--- config.mk ---
export PLATFORM = sky130hd
export DESIGN_NAME = trap_filter_ctrl
export DESIGN_NICKNAME = d
export VERILOG_FILES = /design/src/rtl/package_settings.sv /design/src/rtl/trap_ctrl_pkg.sv /design/src/rtl/trap_peak_detect.sv /design/src/rtl/trap_filter_ctrl.sv
export SDC_FILE = /design/constraint.sdc
export NUM_CORES = 1
export LEC_CHECK = 0
export ABC_AREA = 1
export CAP_MARGIN = 15
export CORE_MARGIN = 8
export CORE_UTILIZATION = 35
export CTS_BUF_LIST = sky130_fd_sc_hd__clkbuf_8 sky130_fd_sc_hd__clkbuf_16
export DETAILED_ROUTE_END_ITERATION = 16
export HOLD_SLACK_MARGIN = 0.02
export PLACE_DENSITY_LB_ADDON = 0.2
export SLEW_MARGIN = 25
export SYNTH_ARGS = -nofsm -noshare
export SYNTH_HDL_FRONTEND = slang
export SYNTH_SLANG_ARGS = --single-unit
export TNS_END_PERCENT = 5
--- constraint.sdc ---
create_clock -name clk -period 6.6 [get_ports clk]
set_input_delay 1.32 -clock clk [delete_from_list [all_inputs] [get_ports clk]]
set_output_delay 1.32 -clock clk [all_outputs]
set_load 0.05 [all_outputs]
--- src/rtl/package_settings.sv ---
// Project-wide data-path settings shared by the acquisition blocks.
package package_settings;
  localparam int SIZE_ADC_DATA = 12;
endpackage

--- src/rtl/trap_ctrl_pkg.sv ---
// Shared types and reset defaults for the trapezoidal filter controller.
package trap_ctrl_pkg;
  typedef enum logic [2:0] {
    ST_IDLE,
    ST_FLUSH,
    ST_SETTLE,
    ST_ARMED,
    ST_PEAK
  } state_t;

  localparam logic [7:0] K_RST     = 8'd8;
  localparam logic [7:0] L_RST     = 8'd16;
  localparam logic [7:0] M_RST     = 8'd1;
  localparam int         FLUSH_CYC = 2;

  // A usable trapezoid needs a non-empty rise, a flat top no shorter than it, and M>0.
  function automatic logic cfg_ok(input logic [7:0] k, input logic [7:0] l, input logic [7:0] m);
    return (k != 8'd0) && (l >= k) && (m != 8'd0);
  endfunction
endpackage

--- src/rtl/trap_peak_detect.sv ---
// Pulse start/end detection and peak value/timestamp capture for the filter output.
module trap_peak_detect #(
  parameter int ACC_W = 24,
  parameter int TS_W  = 32
) (
  input  logic                    clk,
  input  logic                    reset,
  input  logic                    arm,
  input  logic                    track,
  input  logic signed [ACC_W-1:0] filt_data,
  input  logic signed [ACC_W-1:0] threshold,
  input  logic [TS_W-1:0]         ts,
  output logic                    start,
  output logic                    done,
  output logic signed [ACC_W-1:0] peak_amp,
  output logic [TS_W-1:0]         peak_ts
);
  assign start = arm && (filt_data > threshold);
  assign done  = track && (filt_data <= threshold);

  // Strictly-greater update keeps the earliest timestamp on a flat top.
  always_ff @(posedge clk) begin
    if (!reset) begin
      peak_amp <= '0;
      peak_ts  <= '0;
    end else if (start || (track && (filt_data > peak_amp))) begin
      peak_amp <= filt_data;
      peak_ts  <= ts;
    end
  end
endmodule

--- src/rtl/trap_filter_ctrl.sv ---
// Trapezoidal filter controller: config shadowing, flush/settle sequencing, event handshake.
// Define TRAP_CTRL_DROP_CNT_EN to enable the saturating dropped-event counter.
module trap_filter_ctrl
  import trap_ctrl_pkg::*;
#(
  parameter int SIZE_ADC_DATA = package_settings::SIZE_ADC_DATA,
  parameter int ACC_W         = 24,
  parameter int TS_W          = 32,
  parameter int SETTLE_EXTRA  = 4
) (
  input  logic                    clk,
  input  logic                    reset,
  input  logic                    cfg_wr,
  input  logic [7:0]              cfg_k,
  input  logic [7:0]              cfg_l,
  input  logic [7:0]              cfg_m,
  output logic                    cfg_busy,
  output logic                    cfg_err,
  output logic [7:0]              k_act,
  output logic [7:0]              l_act,
  output logic [7:0]              m_act,
  output logic                    filt_rst_n,
  input  logic signed [ACC_W-1:0] filt_data,
  input  logic signed [ACC_W-1:0] threshold,
  output logic                    evt_valid,
  input  logic                    evt_ready,
  output logic signed [ACC_W-1:0] evt_amp,
  output logic [TS_W-1:0]         evt_ts,
  output logic [15:0]             evt_drop_cnt
);
  if (ACC_W < SIZE_ADC_DATA) begin : g_w_chk
    $error("ACC_W narrower than the ADC input");
  end

  state_t                  state, state_nx;
  logic [15:0]             cnt, cnt_nx, settle_len;
  logic [TS_W-1:0]         ts;
  logic                    pend, cfg_acc, apply, evt_prod;
  logic [7:0]              sh_k, sh_l, sh_m;
  logic                    pk_start, pk_done;
  logic signed [ACC_W-1:0] peak_amp;
  logic [TS_W-1:0]         peak_ts;

  assign settle_len = 16'(k_act) + 16'(l_act) + 16'(SETTLE_EXTRA);
  assign filt_rst_n = !(state == ST_IDLE || state == ST_FLUSH);
  assign cfg_busy   = (state == ST_IDLE) || (state == ST_FLUSH) || (state == ST_SETTLE) || pend;
  assign cfg_acc    = cfg_wr && !cfg_busy && cfg_ok(cfg_k, cfg_l, cfg_m);

  trap_peak_detect #(.ACC_W(ACC_W), .TS_W(TS_W)) u_peak (
    .clk       (clk),
    .reset     (reset),
    .arm       ((state == ST_ARMED) && !pend),
    .track     (state == ST_PEAK),
    .filt_data (filt_data),
    .threshold (threshold),
    .ts        (ts),
    .start     (pk_start),
    .done      (pk_done),
    .peak_amp  (peak_amp),
    .peak_ts   (peak_ts)
  );

  always_ff @(posedge clk) begin
    if (!reset) begin
      state <= ST_IDLE;
      cnt   <= '0;
      ts    <= '0;
    end else begin
      state <= state_nx;
      cnt   <= cnt_nx;
      ts    <= ts + 1'b1;
    end
  end

  always_comb begin
    state_nx = state;
    cnt_nx   = cnt;
    apply    = 1'b0;
    evt_prod = 1'b0;
    case (state)
      ST_IDLE: begin
        state_nx = ST_FLUSH;
        cnt_nx   = '0;
      end
      ST_FLUSH:
        if (cnt == 16'(FLUSH_CYC - 1)) begin
          state_nx = ST_SETTLE;
          cnt_nx   = '0;
        end else cnt_nx = cnt + 16'd1;
      ST_SETTLE:
        if (cnt == settle_len - 16'd1) begin
          state_nx = ST_ARMED;
          cnt_nx   = '0;
        end else cnt_nx = cnt + 16'd1;
      ST_ARMED:
        if (pend) begin
          apply    = 1'b1;
          state_nx = ST_FLUSH;
          cnt_nx   = '0;
        end else if (pk_start) state_nx = ST_PEAK;
      ST_PEAK:
        // The finished pulse is reported before a pending config flushes the filter.
        if (pk_done) begin
          evt_prod = 1'b1;
          if (pend) begin
            apply    = 1'b1;
            state_nx = ST_FLUSH;
            cnt_nx   = '0;
          end else state_nx = ST_ARMED;
        end
      default: state_nx = ST_IDLE;
    endcase
  end

  always_ff @(posedge clk) begin
    if (!reset) begin
      pend    <= 1'b0;
      cfg_err <= 1'b0;
      sh_k    <= K_RST;
      sh_l    <= L_RST;
      sh_m    <= M_RST;
      k_act   <= K_RST;
      l_act   <= L_RST;
      m_act   <= M_RST;
    end else begin
      cfg_err <= cfg_wr && !cfg_acc;
      if (cfg_acc) begin
        pend <= 1'b1;
        sh_k <= cfg_k;
        sh_l <= cfg_l;
        sh_m <= cfg_m;
      end else if (apply) begin
        pend  <= 1'b0;
        k_act <= sh_k;
        l_act <= sh_l;
        m_act <= sh_m;
      end
    end
  end

  always_ff @(posedge clk) begin
    if (!reset) begin
      evt_valid <= 1'b0;
      evt_amp   <= '0;
      evt_ts    <= '0;
    end else if (evt_prod && (!evt_valid || evt_ready)) begin
      evt_valid <= 1'b1;
      evt_amp   <= peak_amp;
      evt_ts    <= peak_ts;
    end else if (evt_ready) begin
      evt_valid <= 1'b0;
    end
  end

`ifdef TRAP_CTRL_DROP_CNT_EN
  logic [15:0] drop_q;
  always_ff @(posedge clk) begin
    if (!reset) drop_q <= '0;
    else if (evt_prod && evt_valid && !evt_ready && (drop_q != 16'hFFFF)) drop_q <= drop_q + 16'd1;
  end
  assign evt_drop_cnt = drop_q;
`else
  assign evt_drop_cnt = '0;
`endif
endmodule

==> impl_metrics.tcl, run 1 <==
set metrics [dict create \
    wl_per_cell_um 14.66 \
    start_util 0.3523 \
    hp-start "sh_l[7]$_SDFFE_PN0P_" \
    cts_resized 0 \
    ys_warn_count 0 \
    clkPwrFrac 0.382 \
    ys_async_sr_fraction 0 \
    cts_setup_buffers 0 \
    cp-start-kind "input port" \
    busiest_layer "met2" \
    internal-power_mw 2.443 \
    syn2layout_area_growth_pct 21.91 \
    synth_area_sq_mm 0.01138 \
    vias 10410 \
    reg2reg_from "k_act[1]$_SDFFE_PN0P_" \
    antenna_cells 0 \
    power_frac_seq 0.414 \
    drt-initial-drc-count 508 \
    power_frac_comb 0.204 \
    finalSetupViolations 0 \
    met1_usage 0.1991 \
    die-area_sq_mm 0.03853 \
    cap_violations 0 \
    antenna_found_initial 0 \
    vdd_ir_drop_max_uv 204.7 \
    hold_class "flop to flop" \
    grt_max_degree 87 \
    drive_above_1_share 0.03500 \
    drv_slew 0 \
    clock_latency_ns 0.52 \
    firstDrtPassIters 5 \
    ys_ff_latch 214 \
    gp_congestion 0.8308 \
    post-dp-hpwl_mm 22.56 \
    cts_root_buffer "clkbuf_16" \
    io_buffer_count 159 \
    grt_pass1_vias 10170 \
    grtUsageMet2 0.2969 \
    rsz0062_at_grt "no" \
    status "finished clean" \
    placementRows 66 \
    synth_area_per_cell_sq_um 7.022 \
    use_met3 0.02176 \
    cts_inserted_buffers 25 \
    synth_edf_count 0 \
    route.antenna.remaining_nets 0 \
    drc_errors 0 \
    max-clock-path-buffers 3 \
    synth_cell_type_count 41 \
    p_sw_mw 1.041 \
    wl_mm 32.02 \
    cp_max_fo 58 \
    skew_ns 0.008811 \
    overflow 0 \
    die_w_um 196.3 \
    fmax_mhz 226.9 \
    crit_start "filt_data[23]" \
    final_cells 2185 \
    slew_headroom 0.4247 \
    layout_min_cycle_time_ns 4.406 \
    grt_pass1_wl_mm 52.46 \
    path_class "input port to flop" \
    ys_seq_area_frac 0.3766 \
    synth_cells 1620 \
    clk_pin_slew_ns 0.06 \
    cts_tree "done" \
    io_pins 176 \
    hold_buffers 0 \
    power_leakage_nw 5.945 \
    powerDensity_mw_per_mm2 251.2 \
    cts_sinks 214 \
    setup_tns_ns 0 \
    worst_pin_slew_ns 0.8629 \
    critical_path_required_ns 6.97 \
    cts_max_level 1 \
    grt_usage 0.1629 \
    post-place-cells 2145 \
    period_share 0.6676 \
    end_kind "flop" \
    p_total_mw 3.483 \
    critical_path_arrival_ns 4.78 \
    fp.dieH_um 196.3 \
    final_hold_viol_count 0 \
    viasPerCell 4.765 \
    ys.flop_type "dfxtp_1" \
    nets 1881 \
    netSwitchingFraction 0.2987 \
    core_area_sq_mm 0.03229 \
]
sequential cells by signal, summed over array words and instances (netlist names), 16 cells and up:
| name | count |
|---|---|
| evt_amp | 24 |
| u_peak.peak_amp | 24 |
| u_peak.peak_ts | 32 |
| ts | 32 |
| evt_ts | 32 |
| cnt | 16 |
routing by layer:
layer / share of wire / wire length (um)
met5: 0 / 0
met4: 0.019 / 605
met3: 0.032 / 1022
met2: 0.50 / 16160
met1: 0.44 / 14240
placed cells by master, fill, tap and decap left out, drive strengths merged:
cell / Yosys / final
dfxtp: 214 / 214
o21ai: 51 / 51
o2111ai: 1 / 1
conb: 1 / 16
or2: 1 / 1
nor4: 5 / 5
nand3b: 37 / 37
buf: 56 / 8
nand2: 352 / 352
nor2: 151 / 151
clkinv: 0 / 2
a21oi: 208 / 208
xnor2: 5 / 5
clkdlybuf4s50: 0 / 158
a41oi: 1 / 1
a211oi: 2 / 2
ha: 74 / 74
xor2: 8 / 8
a31oi: 1 / 1
o31ai: 1 / 1
o211a: 1 / 1
nand3: 150 / 150
inv: 205 / 210
bufinv: 0 / 1
nor3b: 1 / 1
nor3: 17 / 17
o41ai: 1 / 1
o21a: 5 / 5
clkbuf: 42 / 32
a21o: 3 / 3
and3: 1 / 1
fa: 1 / 1
nand4: 23 / 23
a21boi: 1 / 1
path summary, 6_finish.rpt:
check | end | slack, ns | depth (start not counted)
hold reg to reg | sh_l[7]$_SDFFE_PN0P_ | 0.45 | 2
setup / recovery | l_act[7]$_SDFFE_PN0P_ | 2.19 | 15
hold / removal | sh_l[7]$_SDFFE_PN0P_ | 0.45 | 2
setup reg to reg | state[0]$_SDFFE_PN0P_ | 3.60 | 19
critical path, cell delays in order:
cell             delay [ns]
clkdlybuf4s50_1        0.47
ha_1                   0.42
nand2_1                0.09
nor2_2                 0.15
nand2_1                0.09
nor2_2                 0.16
nand3_1                0.21
nand3_2                0.18
nand2_2                0.09
inv_4                  0.53
nand2_4                0.38
nand2_4                0.36
nand2_1                0.17
nand2_1                0.09
nor2_1                 0.04
cells by family after synthesis:
kind of cell / after synthesis / synth area share
buf+inv: 303 / 0.1183
compound gates: 276 / 0.1256
simple gates: 738 / 0.2860
fa+ha+maj: 75 / 0.08315
flops: 214 / 0.3766
other cells: 1 / 0.0003296
xor+xnor: 13 / 0.01001
cell type report:
cell class                 instances  area, sq um
timing repair buffer             166         1642
clock inverter                     8        63.81
tap                              442        553.0
sequential                       214         4284
clock buffer                      32        721.9
inverter                         205        774.5
multi-input combinational       1118         5829
fill                            3331        18420
synth_stat cells, drive strengths merged, types with 2 or more instances:
master | instances | area share
o21ai | 51 | 0.022
xor2 | 8 | 0.0062
nand2 | 352 | 0.12
xnor2 | 5 | 0.0038
buf | 56 | 0.037
clkbuf | 42 | 0.014
a21o | 3 | 0.0020
o21a | 5 | 0.0033
nor2 | 151 | 0.050
a211oi | 2 | 0.0013
ha | 74 | 0.081
nand3 | 150 | 0.067
nand3b | 37 | 0.024
nor4 | 5 | 0.0027
nor3 | 17 | 0.0085
inv | 205 | 0.068
a21oi | 208 | 0.092
dfxtp | 214 | 0.38
nand4 | 23 | 0.013
per-stage QoR:
step | cell area [sq um] | hold slack, ns | setup WS [ns] | utilization
floorplan | 11430 | 0.4292 | 3.331 | -
global placement | 13080 | 0.4407 | 1.606 | 0.4050
detailed placement | 13080 | 0.4460 | 1.658 | 0.4052
CTS | 13870 | 0.4550 | 2.202 | 0.4295
global route | 13870 | 0.4665 | 1.947 | 0.4295
finish | 13870 | 0.4519 | 2.194 | 0.4295
power by group through the flow:
stage | sequential (mW) | combinational, mW | clock, mW
after floorplan | 1.47 | 0.516 | 0
after global routing | 1.45 | 0.810 | 1.42
after detailed placement | 1.47 | 0.713 | 0
after global placement | 1.47 | 0.704 | 0
final | 1.44 | 0.711 | 1.33
after CTS | 1.44 | 0.717 | 1.37
Note: power is estimated with default switching activity, not from simulation.
==> inputs of run 2 (changes only) <==
==> constraint.sdc (replaced) <==
create_clock -name clk -period 4 [get_ports clk]
set_input_delay 0.8 -clock clk [delete_from_list [all_inputs] [get_ports clk]]
set_output_delay 0.8 -clock clk [all_outputs]
set_load 0.05 [all_outputs]
==> impl_metrics.tcl, run 2 (synthesis results as in run 1) <==
set metrics [dict create \
    rsz0062_at_grt "no" \
    skew_ns 0.009576 \
    cts_root_buffer "clkbuf_16" \
    drc_errors 0 \
    vdd_ir_drop_max_uv 309.0 \
    final_hold_viol_count 0 \
    clock_latency_ns 0.53 \
    cts_sinks 214 \
    nets 1889 \
    start_util 0.3523 \
    reg2reg_from "k_act[1]$_SDFFE_PN0P_" \
    hold_class "flop to flop" \
    end_kind "output port" \
    power_leakage_nw 5.991 \
    min_to "sh_m[2]$_SDFFE_PN0P_" \
    antenna_cells 0 \
    r2r_setup_slack_ns 1.01 \
    cts_max_level 1 \
    post-place-cells 2152 \
    viasPerCell 4.752 \
    critical_path_required_ns 3.20 \
    holdPathStages 2 \
    cap_violations 0 \
    overflow 0 \
    slew_headroom 0.3885 \
    syn2layout_area_growth_pct 22.54 \
    layout_common_cells "345 x nand2_1, 214 x dfxtp_1, 209 x inv_1, 208 x a21oi_1, 158 x clkdlybuf4s50_1" \
    hold_ws_ns 0.4525 \
    grt_max_degree 69 \
    powerDensity_mw_per_mm2 410.5 \
    cp_max_fo 5 \
    die_w_um 196.3 \
    grt_usage 0.1582 \
    wl_mm 31.76 \
    cts_inserted_buffers 26 \
    multi_input_area_sq_mm 0.005824 \
    grt_pass1_wl_mm 50.81 \
    wl_per_cell_um 14.46 \
    placementRows 66 \
    vias 10440 \
    grt_pass1_vias 9981 \
    rr_endpoint "state[0]$_SDFFE_PN0P_" \
    fmax_mhz 303.0 \
    antenna_found_initial 0 \
    io_buffer_count 159 \
    cts_setup_buffers 0 \
    regArea_sq_mm 0.004284 \
    drt-initial-drc-count 580 \
    cts_resized 0 \
    clk_pin_slew_ns 0.06 \
    cpPeakStageDelay_ns 0.86 \
    cp_slowest_cell "clkdlybuf4s50_1" \
    route.antenna.remaining_nets 0 \
    fin_ws_ns 0.7000 \
    path_class "flop to output port" \
    io_pins 176 \
    status "finished clean" \
    post-dp-hpwl_mm 22.51 \
    hp-start "sh_m[2]$_SDFFE_PN0P_" \
    rr_worst_depth 21 \
    gp_congestion 0.8707 \
    max-clock-path-buffers 3 \
    worst_pin_slew_ns 0.9150 \
    hold_buffers 0 \
    drv_slew 0 \
    fp.dieH_um 196.3 \
    crit_chain "inv_1 -> nor3_1 -> a21oi_1 -> nand3_1 -> clkdlybuf4s50_1" \
    cts_tree "done" \
    cp-start-kind "flop" \
    firstDrtPassIters 5 \
    finalSetupViolations 0 \
    period_share 0.8250 \
    reg_top3 "evt_ts (32), ts (32), u_peak.peak_ts (32)" \
    setup_tns_ns 0 \
    dp_slack_ns 0.4226 \
    layout_min_cycle_time_ns 3.300 \
    die-area_sq_mm 0.03853 \
    fill_cells 3295 \
    final_cells 2196 \
    final_common_cell "nand2_1" \
    critical_path_arrival_ns 2.50 \
    core_area_sq_mm 0.03229 \
    drive_above_1_share 0.03991 \
]
## run 2: cell count changes in the layout (fill, tap and decap cells not counted), moves of 2 or more
cell,previous run,this run
buf_12,0,2
inv_1,207,209
clkbuf_8,7,4
buf_4,8,13
clkinv_2,2,5
clkinvlp_4,0,2
## run 2: stage by stage
stage | power [mW] | instance area, sq um | utilization
4_1_cts | 5.789 | 13940 | 0.4317
6_report | 5.722 | 13940 | 0.4317
3_5_place_dp | 3.604 | 13160 | 0.4074
3_3_place_gp | 3.585 | 13160 | 0.4074
5_1_grt | 6.046 | 13940 | 0.4317
2_1_floorplan | 3.277 | 11430 | -
## run 2: power breakdown
part	switching [mW]	internal (mW)
Clock	0.917	1.25
Sequential	0.0821	2.29
Combinational	0.752	0.431
Total	1.75	3.97
## run 2: how the worst max path moves through the flow
stage | end | slack [ns] | cells past startpoint | from
after global placement | evt_amp[10]$_SDFFE_PN0P_ | 0.48 | 15 | filt_data[7]
after CTS | cfg_busy | 0.68 | 5 | state[0]$_SDFFE_PN0P_
after global routing | cfg_busy | 0.56 | 5 | state[0]$_SDFFE_PN0P_
after detailed placement | evt_amp[15]$_SDFFE_PN0P_ | 0.42 | 16 | threshold[23]
after floorplan | sh_k[0]$_SDFFE_PN0P_ | 1.01 | 8 | state[0]$_SDFFE_PN0P_
final | cfg_busy | 0.70 | 5 | state[0]$_SDFFE_PN0P_
## run 2: area by class of cell
| class | count | share of cell area |
|---|---|---|
| Clock buffer | 30 | 0.05062 |
| Sequential cell | 214 | 0.3073 |
| Tap cell | 442 | 0.03967 |
| Timing Repair Buffer | 173 | 0.1233 |
| Clock inverter | 14 | 0.005655 |
| Inverter | 205 | 0.05556 |
| Multi-Input combinational cell | 1118 | 0.4178 |
## run 2: worst max-delay path, delay by kind of cell, from the launching register on
family | cells | cell delay [ns]
compound gates | 1 | 0.16
flops | 1 | 0.38
buf+inv | 2 | 0.94
simple gates | 2 | 0.49
## run 2: routing by layer
layer / track usage / vias up / wire, um
met5: 0 / - / 0
met4: 0.03958 / 0 / 703
met3: 0.02176 / 45 / 1004
met2: 0.2900 / 145 / 15950
met1: 0.1910 / 4786 / 14100
li1: - / 5460 / -
==> inputs of run 3 (changes only) <==
==> constraint.sdc (replaced) <==
create_clock -name clk -period 3 [get_ports clk]
set_input_delay 0.6 -clock clk [delete_from_list [all_inputs] [get_ports clk]]
set_output_delay 0.6 -clock clk [all_outputs]
set_load 0.05 [all_outputs]
==> impl_metrics.tcl, run 3 (synthesis results as in run 1) <==
set metrics [dict create \
    layout_common_cells "345 x nand2_1, 214 x dfxtp_1, 208 x inv_1, 208 x a21oi_1, 157 x clkdlybuf4s50_1" \
    holdPathStages 2 \
    finalSetupViolations 0 \
    wl_mm 32.22 \
    dr.max_layer_used "met4" \
    min_to "sh_m[6]$_SDFFE_PN0P_" \
    drv_slew 0 \
    path_class "flop to output port" \
    nets 1923 \
    die_w_um 196.3 \
    clock_latency_ns 0.52 \
    io_buffer_count 159 \
    reg_top3 "evt_ts (32), ts (32), u_peak.peak_ts (32)" \
    cts_tree "done" \
    route.antenna.remaining_nets 0 \
    drive_above_1_share 0.06083 \
    period_share 0.9140 \
    syn2layout_area_growth_pct 26.98 \
    rsz0062_at_grt "no" \
    p_total_mw 8.121 \
    gp_congestion 0.8967 \
    clk_pin_slew_ns 0.06 \
    overflow 0 \
    io_pins 176 \
    wl_per_cell_um 14.42 \
    cts_inserted_buffers 26 \
    viasPerCell 4.773 \
    wl_met1_mm 14.44 \
    fp.dieH_um 196.3 \
    grt_max_degree 59 \
    grt_pass1_wl_mm 52.72 \
    post-dp-hpwl_mm 23.46 \
    powerDensity_mw_per_mm2 562.2 \
    rr_endpoint "cnt[2]$_SDFFE_PN0P_" \
    cp-start-kind "flop" \
    hp-start "sh_m[6]$_SDFFE_PN0P_" \
    final_hold_viol_count 0 \
    vdd_ir_drop_max_uv 353.2 \
    end_kind "output port" \
    final_cells 2234 \
    reg2reg_from "k_act[1]$_SDFFE_PN0P_" \
    status "finished clean" \
    layout_min_cycle_time_ns 2.742 \
    final_common_cell "nand2_1" \
    cts_sinks 214 \
    grt_pass1_vias 10490 \
    r2r_setup_slack_ns 0.29 \
    start_util 0.3523 \
    antenna_cells 0 \
    fmax_mhz 364.7 \
    drc_errors 0 \
    cap_violations 0 \
    cts_root_buffer "clkbuf_16" \
    power_leakage_nw 6.271 \
    die-area_sq_mm 0.03853 \
    antenna_found_initial 0 \
    slew_headroom 0.5466 \
    skew_ns 0.008496 \
    firstDrtPassIters 5 \
    critical_path_arrival_ns 2.14 \
    worst_pin_slew_ns 0.6801 \
    max-clock-path-buffers 3 \
    post-place-cells 2186 \
    met3_wirelength_mm 1.006 \
    critical_path_required_ns 2.40 \
    hold_buffers 0 \
    rr_worst_depth 21 \
    vias 10660 \
    drt-initial-drc-count 528 \
    cp_max_fo 5 \
    routed-wl-met2_mm 15.86 \
    placementRows 66 \
    cts_max_level 1 \
    core_area_sq_mm 0.03229 \
    grt_usage 0.1634 \
    hold_class "flop to flop" \
]
## run 3: changes by cell type in the layout (fill, tap and decap cells not counted), sizes merged, moves of 2 or more
cell	change
bufinv	+2
clkinv	-2
clkinvlp	-2
clkbuf	+6
buf	+34
## run 3: cell type report
class | count | area [sq um]
Fill cell | 3279 | 17840
Inverter | 205 | 774.5
Sequential cell | 214 | 4284
Timing Repair Buffer | 207 | 2102
Clock buffer | 36 | 799.5
Clock inverter | 12 | 107.6
Tap cell | 442 | 553.0
Multi-Input combinational cell | 1118 | 5824
## run 3: stage by stage
step / worst slack, ns / util / TNS (ns) / hold slack, ns / instance area, sq um
after floorplan: 0.01134 / - / 0 / 0.4292 / 11430
after CTS: 0.1993 / 0.4473 / 0 / 0.4554 / 14440
final: 0.2579 / 0.4474 / 0 / 0.4535 / 14450
after global routing: 0.01421 / 0.4474 / 0 / 0.4735 / 14450
after global placement: -0.06679 / 0.4192 / -3.122 / 0.4396 / 13540
after detailed placement: -0.1257 / 0.4192 / -8.080 / 0.4460 / 13540
## run 3: worst max-delay path by stage
| stage | slack, ns | endpoint | from |
|---|---|---|---|
| 5_1_grt | 0.01 | cnt[2]$_SDFFE_PN0P_ | k_act[1]$_SDFFE_PN0P_ |
| 3_5_place_dp | -0.13 | evt_ts[6]$_SDFFE_PN0P_ | filt_data[19] |
| 3_3_place_gp | -0.07 | evt_ts[7]$_SDFFE_PN0P_ | filt_data[19] |
| 4_1_cts | 0.20 | cfg_busy | state[0]$_SDFFE_PN0P_ |
| 6_report | 0.26 | cfg_busy | state[0]$_SDFFE_PN0P_ |
| 2_1_floorplan | 0.01 | sh_k[0]$_SDFFE_PN0P_ | state[0]$_SDFFE_PN0P_ |
## run 3: timing repair
action                                  in CTS  in global routing
gates resized for setup                      1                  1
endpoints found under the setup margin       1                  1
gates cloned                                 0                  0
setup buffers                                0                  0
## run 3: power breakdown
group | switching [mW] | internal [mW] | leakage [nW]
combinational | 1.04 | 0.663 | 4.07
clock | 1.23 | 2.02 | 0.473
sequential | 0.113 | 3.06 | 1.73
## run 3: layer usage
| layer | GRT usage | up-vias |
|---|---|---|
| met5 | 0 | - |
| met1 | 0.2039 | 4907 |
| met2 | 0.2878 | 158 |
| met4 | 0.05053 | 0 |
| li1 | - | 5538 |
| met3 | 0.02142 | 59 |
## run 3: worst max-delay path, cell delays in order, from the launching register on
cell and delay (ns):
dfxtp_1 0.38, inv_1 0.08, nor3_1 0.19, a21oi_1 0.08, buf_4 0.16, nand3_1 0.17
dlygate4sd2_1 0.56
==> variant 1, RTL diff (flow settings as in run 3) <==
Re-encode `state_t` (5 states) as one-hot, 5 bits wide.
--- a/src/rtl/trap_ctrl_pkg.sv
+++ b/src/rtl/trap_ctrl_pkg.sv
@@ -1,10 +1,10 @@
 // Shared types and reset defaults for the trapezoidal filter controller.
 package trap_ctrl_pkg;
-  typedef enum logic [2:0] {
-    ST_IDLE,
-    ST_FLUSH,
-    ST_SETTLE,
-    ST_ARMED,
-    ST_PEAK
+  typedef enum logic [4:0] {
+    ST_IDLE   = 5'b00001,
+    ST_FLUSH  = 5'b00010,
+    ST_SETTLE = 5'b00100,
+    ST_ARMED  = 5'b01000,
+    ST_PEAK   = 5'b10000
   } state_t;
 
Check against the original RTL: same outputs for any inputs over 10 cycles, from zero or initial values and one cycle with reset low; not proved beyond that.
==> variant 1 against run 3 <==
- cell area shrank 0.11%
- area after synthesis shrank 0.15%
- utilization shrank 0.050 points
- routed wire length shrank 7.9%
- clock skew grew 0.0039 ns
- sequential power shrank 3%
- power shrank 7.8%
- setup slack lost 0.14 ns
- die area shrank 0.14%
- clock power shrank 6.8%
- sequential cell count grew 2
==> variant 1: results (changes against run 3) <==
Outcome:
- Result of the run: complete, no violations (unchanged).

Finish:
- The total of fill cells in the finished design is 3,315 (was 3,279).
- The buffer count excluding the clock tree in the final layout was 214 (was 207).
- The share of cells above drive strength 1 was 8.07% (was 6.08%).
- The multi-input gate share of the layout cell area is 39.2% (was 40.3%).
- The fraction of standard cell area that is sequential is 30.0% (was 29.7%).
- The number of multi-input combinational cells was 1,069 (was 1,118).
- The final-layout clock-cell area share is 5.74% (was 6.28%).
- The non-clock inverter total of the final layout is 254 (was 205).

Routing:
- The total detailed-routing wirelength is 29.7 mm (was 32.2 mm).
- The violation count after the first detailed-route iteration came to 580 (was 528).
- The overall via count from detail_route is 10,288 (was 10,662).

Power:
- The cell area power density was 519 nW/um^2 (was 562 nW/um^2).
- The maximum vdd drop came to 0.339 mV (was 0.353 mV).
- The static power due to leakage is 6.21 nW (was 6.27 nW).

Global route:
- The overall fraction of global-route tracks in use is 15.2% (was 16.3%).
- The met1 track demand over resource is 20.0% (was 20.4%).
- The number of antenna violations at the first check in global routing is 2 (was 0).
- The largest net degree at the start of global routing is 89 (was 59).
- The met2 capacity usage during global routing is 25.4% (was 28.8%).

Setup path:
- The minimum setup slack among reg-to-reg paths is 0.25 ns (was 0.29 ns).
- The largest stage delay on the critical path was 0.83 ns (was 0.56 ns).
- The start point of the critical path is state[3] (was state[0]).
- The depth of the worst register-to-register path is 19 (was 21).
- The cell type of the slowest stage on the worst timing path is clkdlybuf4s50_1 (was dlygate4sd2_1).

STA:
- The period utilization is 96.2% (was 91.4%).
- The worst hold slack is 0.427 ns (was 0.453 ns).

Placement:
- The last weighted congestion value of the routability-driven placer came to 0.812 (was 0.897).
- The cell count after placement came to 2,194 (was 2,186).
- The total placed instance area was 13,600 um^2 (was 13,500 um^2).

Yosys:
- The instance count of the mapped netlist was 1,613 (was 1,620).
- The post-synthesis xor/xnor area fraction is 1.00% (about the same).
- The number of distinct library cells after synthesis is 52 (was 41).
- The synthesized-area fraction occupied by adder cells is 8.33% (was 8.32%).

Clock tree:
- The number of buffers created by CTS came to 24 (was 26).
-- variant 1: changes by cell type in the layout (fill, tap and decap cells not counted), moves of 13 or more --
cell / change
o21ai_1: +32
a21oi_1: -13
nand3_1: -46
nand3b_1: -34
inv_1: +37
nand2_1: -61
o21ai_0: +21
nor2_1: +34
-- variant 1: where the power goes --
group	switching [W]	internal, W	total (W)
combinational	0.000840	0.000523	0.00136
sequential	0.0000878	0.00300	0.00309
clock	0.00118	0.00185	0.00303
total	0.00211	0.00537	0.00748
-- variant 1: timing repair --
action / in CTS / in global routing
gates cloned: 0 / 1
setup buffers: 0 / 0
endpoints found under the setup margin: 1 / 13
pin swaps: 0 / 1
resized for setup: 1 / 12
-- variant 1: layer usage --
| layer | share of wire (%) | vias up |
|---|---|---|
| li1 | - | 5472 |
| met1 | 48 | 4604 |
| met2 | 46 | 179 |
| met3 | 4.7 | 33 |
| met4 | 1.8 | 0 |
| met5 | 0 | - |
==> variant 2, RTL diff (flow settings as in run 3) <==
Without the edit above. Add a define of `TRAP_CTRL_DROP_CNT_EN`.
--- a/src/rtl/trap_filter_ctrl.sv
+++ b/src/rtl/trap_filter_ctrl.sv
@@ -1,4 +1,6 @@
 // Trapezoidal filter controller: config shadowing, flush/settle sequencing, event handshake.
 // Define TRAP_CTRL_DROP_CNT_EN to enable the saturating dropped-event counter.
+`define TRAP_CTRL_DROP_CNT_EN
+
 module trap_filter_ctrl
   import trap_ctrl_pkg::*;
Behaviour: same outputs for any inputs over 10 cycles, from zero or initial values and one cycle with reset low; that may be too few to reach the edited logic, so the function may still have changed.
==> variant 2 against run 3 <==
- power increased by 6.0%
- area after synthesis rose by 4.7%
- cell area up 7.1%
- setup slack got worse by 0.021 ns
- fmax decreased by 0.76%
- clock skew rose by 0.0091 ns
- critical path depth down 2
- combinational power down 5%
- register-to-register slack lost 0.02 ns
- hold slack better by 0.0013 ns
- largest cell class unchanged
- sequential cell count increased by 16
- via count rose by 5.9%
- clock power rose by 11%
- critical endpoint is now filt_rst_n
- routed wire length grew 0.99%
==> variant 2: results (changes against run 3) <==
Placement:
- The total placed instance area came to 14,500 um^2 (was 13,500 um^2).
- The last weighted congestion value of the routability-driven placer is 0.852 (was 0.897).
- The detailed placer's ending HPWL is 23.8 mm (was 23.5 mm).
- The number of buffer cells added on primary ports was 175 (was 159).
- The worst setup slack before clock tree synthesis is -0.149 ns (was -0.126 ns).

Global route:
- The number of global-route vias before repair is 10,858 (was 10,492).
- The number of antenna violations at the first check in global routing was 0 (unchanged).
- The largest net degree at the start of global routing is 104 (was 59).
- The aggregate global routing overflow is 0 (unchanged).
- The global-route wire length before repair is 54.5 mm (was 52.7 mm).
- The overall fraction of global-route tracks in use was 15.6% (was 16.3%).

STA:
- The final setup skew is 0.0176 ns (was 0.00850 ns).
- The slew at the pin closest to its max-slew limit is 0.824 ns (was 0.680 ns).

Setup path:
- The cell type of the slowest stage on the worst timing path was clkdlybuf4s50_1 (was dlygate4sd2_1).
- The largest stage delay on the critical path is 0.72 ns (was 0.56 ns).
- The depth of the worst register-to-register path is 14 (was 21).
- The worst-path maximum fanout is 5 (unchanged).

Yosys:
- Synth area leaders: dfxtp_1 39%, nand2_1 10%, a21oi_1 9.0% (was dfxtp_1 38%, nand2_1 11%, a21oi_1 9.2%).
- The fraction of the yosys area taken by sequential cells came to 38.7% (was 37.7%).
- The number of distinct library cells after synthesis was 43 (was 41).
- The instance count of the mapped netlist was 1,683 (was 1,620).
- The share of flip-flops with an asynchronous set or reset after synthesis came to 0% (unchanged).
- Most numerous cell types in the synthesized netlist: 332 x nand2_1, 230 x dfxtp_1, 215 x a21oi_1 (was 346 x nand2_1, 214 x dfxtp_1, 208 x a21oi_1).
- The most instantiated flip-flop cell in the synthesis netlist is dfxtp_1 (unchanged).
- The top-area cell type share of the netlist area is 38.7% (was 37.7%).
- The number of nets handed over by synthesis was 1,835.
- The number of register bits inferred by synthesis is 230 (was 214).

Clock tree:
- The total setup buffers inserted after CTS is 0 (unchanged).
- The maximum clock path buffer count is 3 (unchanged).
- The number of buffers created by CTS is 27 (was 26).
- The insertion delay to the later sink of the worst-skew pair is 0.54 ns (was 0.52 ns).
- The number of levels the H-tree was split into is 1 (unchanged).

Finish:
- The final antenna diode count is 0 (unchanged).
- The final net count came to 2,024 (was 1,923).
- The count of non-filler cells in the finished layout came to 2,339 (was 2,234).
- The share of cells above drive strength 1 is 7.77% (was 6.08%).
- The total of fill cells in the finished design is 3,372 (was 3,279).

Routing:
- The via density per instance is 4.83 (was 4.77).
- The violation count after the first detailed-route iteration is 591 (was 528).
- The total detailed-routing wirelength is 32.5 mm (was 32.2 mm).
- The count of TritonRoute iterations in the first routing pass is 5 (unchanged).

Power:
- The static power due to leakage is 6.57 nW (was 6.27 nW).
- The maximum vdd drop is 0.436 mV (was 0.353 mV).

Outcome:
- Result of the run: complete, no violations (unchanged).

Worst hold path:
- The hold path depth is 2 (unchanged).
- The worst hold-check path type was reg2reg (unchanged).
-- variant 2: metrics by stage --
| step | hold WS, ns | power (W) | utilization (%) |
|---|---|---|---|
| after floorplan | 0.427 | 0.00451 | - |
| after global placement | 0.449 | 0.00505 | 43.2 |
| after detailed placement | 0.454 | 0.00508 | 43.2 |
| after CTS | 0.461 | 0.00870 | 46.1 |
| after global routing | 0.476 | 0.00910 | 46.2 |
| final | 0.455 | 0.00861 | 46.2 |
-- variant 2: final cells by class --
cell class                 instances  area, um^2  share of cell area [%]
clock inverter                    15         229                    1.48
sequential                       230        4610                    29.8
inverter                         208         782                    5.05
multi-input combinational       1163        6100                    39.4
timing repair buffer             242        2440                    15.8
tap                              448         561                    3.62
clock buffer                      33         758                    4.90
-- variant 2: kinds of logic after synthesis --
kind of cell             after synthesis  synth area share [%]
adder cells (fa/ha/maj)               76                  8.05
AND/OR/NAND/NOR                      777                  28.6
flip-flops                           230                  38.7
AO/OA/AOI/OAI                        287                  12.5
buffers and inverters                290                  10.4
XOR/XNOR                              23                  1.69
-- variant 2: timing repair --
| item | 4_1_cts | 5_1_grt |
|---|---|---|
| pin swaps | 0 | 1 |
| resized for setup | 1 | 10 |
| endpoints found under the setup margin | 1 | 12 |
-- variant 2: path summary, 6_finish.rpt --
kind / endpoint / startpoint / slack (ns)
worst max-delay path: filt_rst_n / state[0] / 0.24
worst min-delay path: k_act[3] / sh_k[3] / 0.45
worst max register to register: cnt[4] / k_act[1] / 0.27
worst min register to register: k_act[3] / sh_k[3] / 0.45
-- variant 2: power breakdown --
part / switching, W / internal (W) / total [W]
Clock: 0.00130 / 0.00229 / 0.00360
Combinational: 0.000972 / 0.000649 / 0.00162
Sequential: 0.000123 / 0.00327 / 0.00339
-- variant 2: routing by layer --
metal | vias to the layer above | global-route usage (%) | wire, um
met2 | 234 | 25.7 | 14400
met4 | 0 | 3.13 | 467
li1 | 5875 | - | -
met5 | - | 0 | 0
met3 | 39 | 3.37 | 1820
met1 | 5148 | 20.9 | 15900
-- variant 2: critical path: cells and delay by family (launching register included) --
family / cells / cell delay [ns]
buffers and inverters: 2 / 0.80
DFF: 1 / 0.40
AOI/OAI and AO/OA: 1 / 0.11
and+or+nand+nor: 1 / 0.32
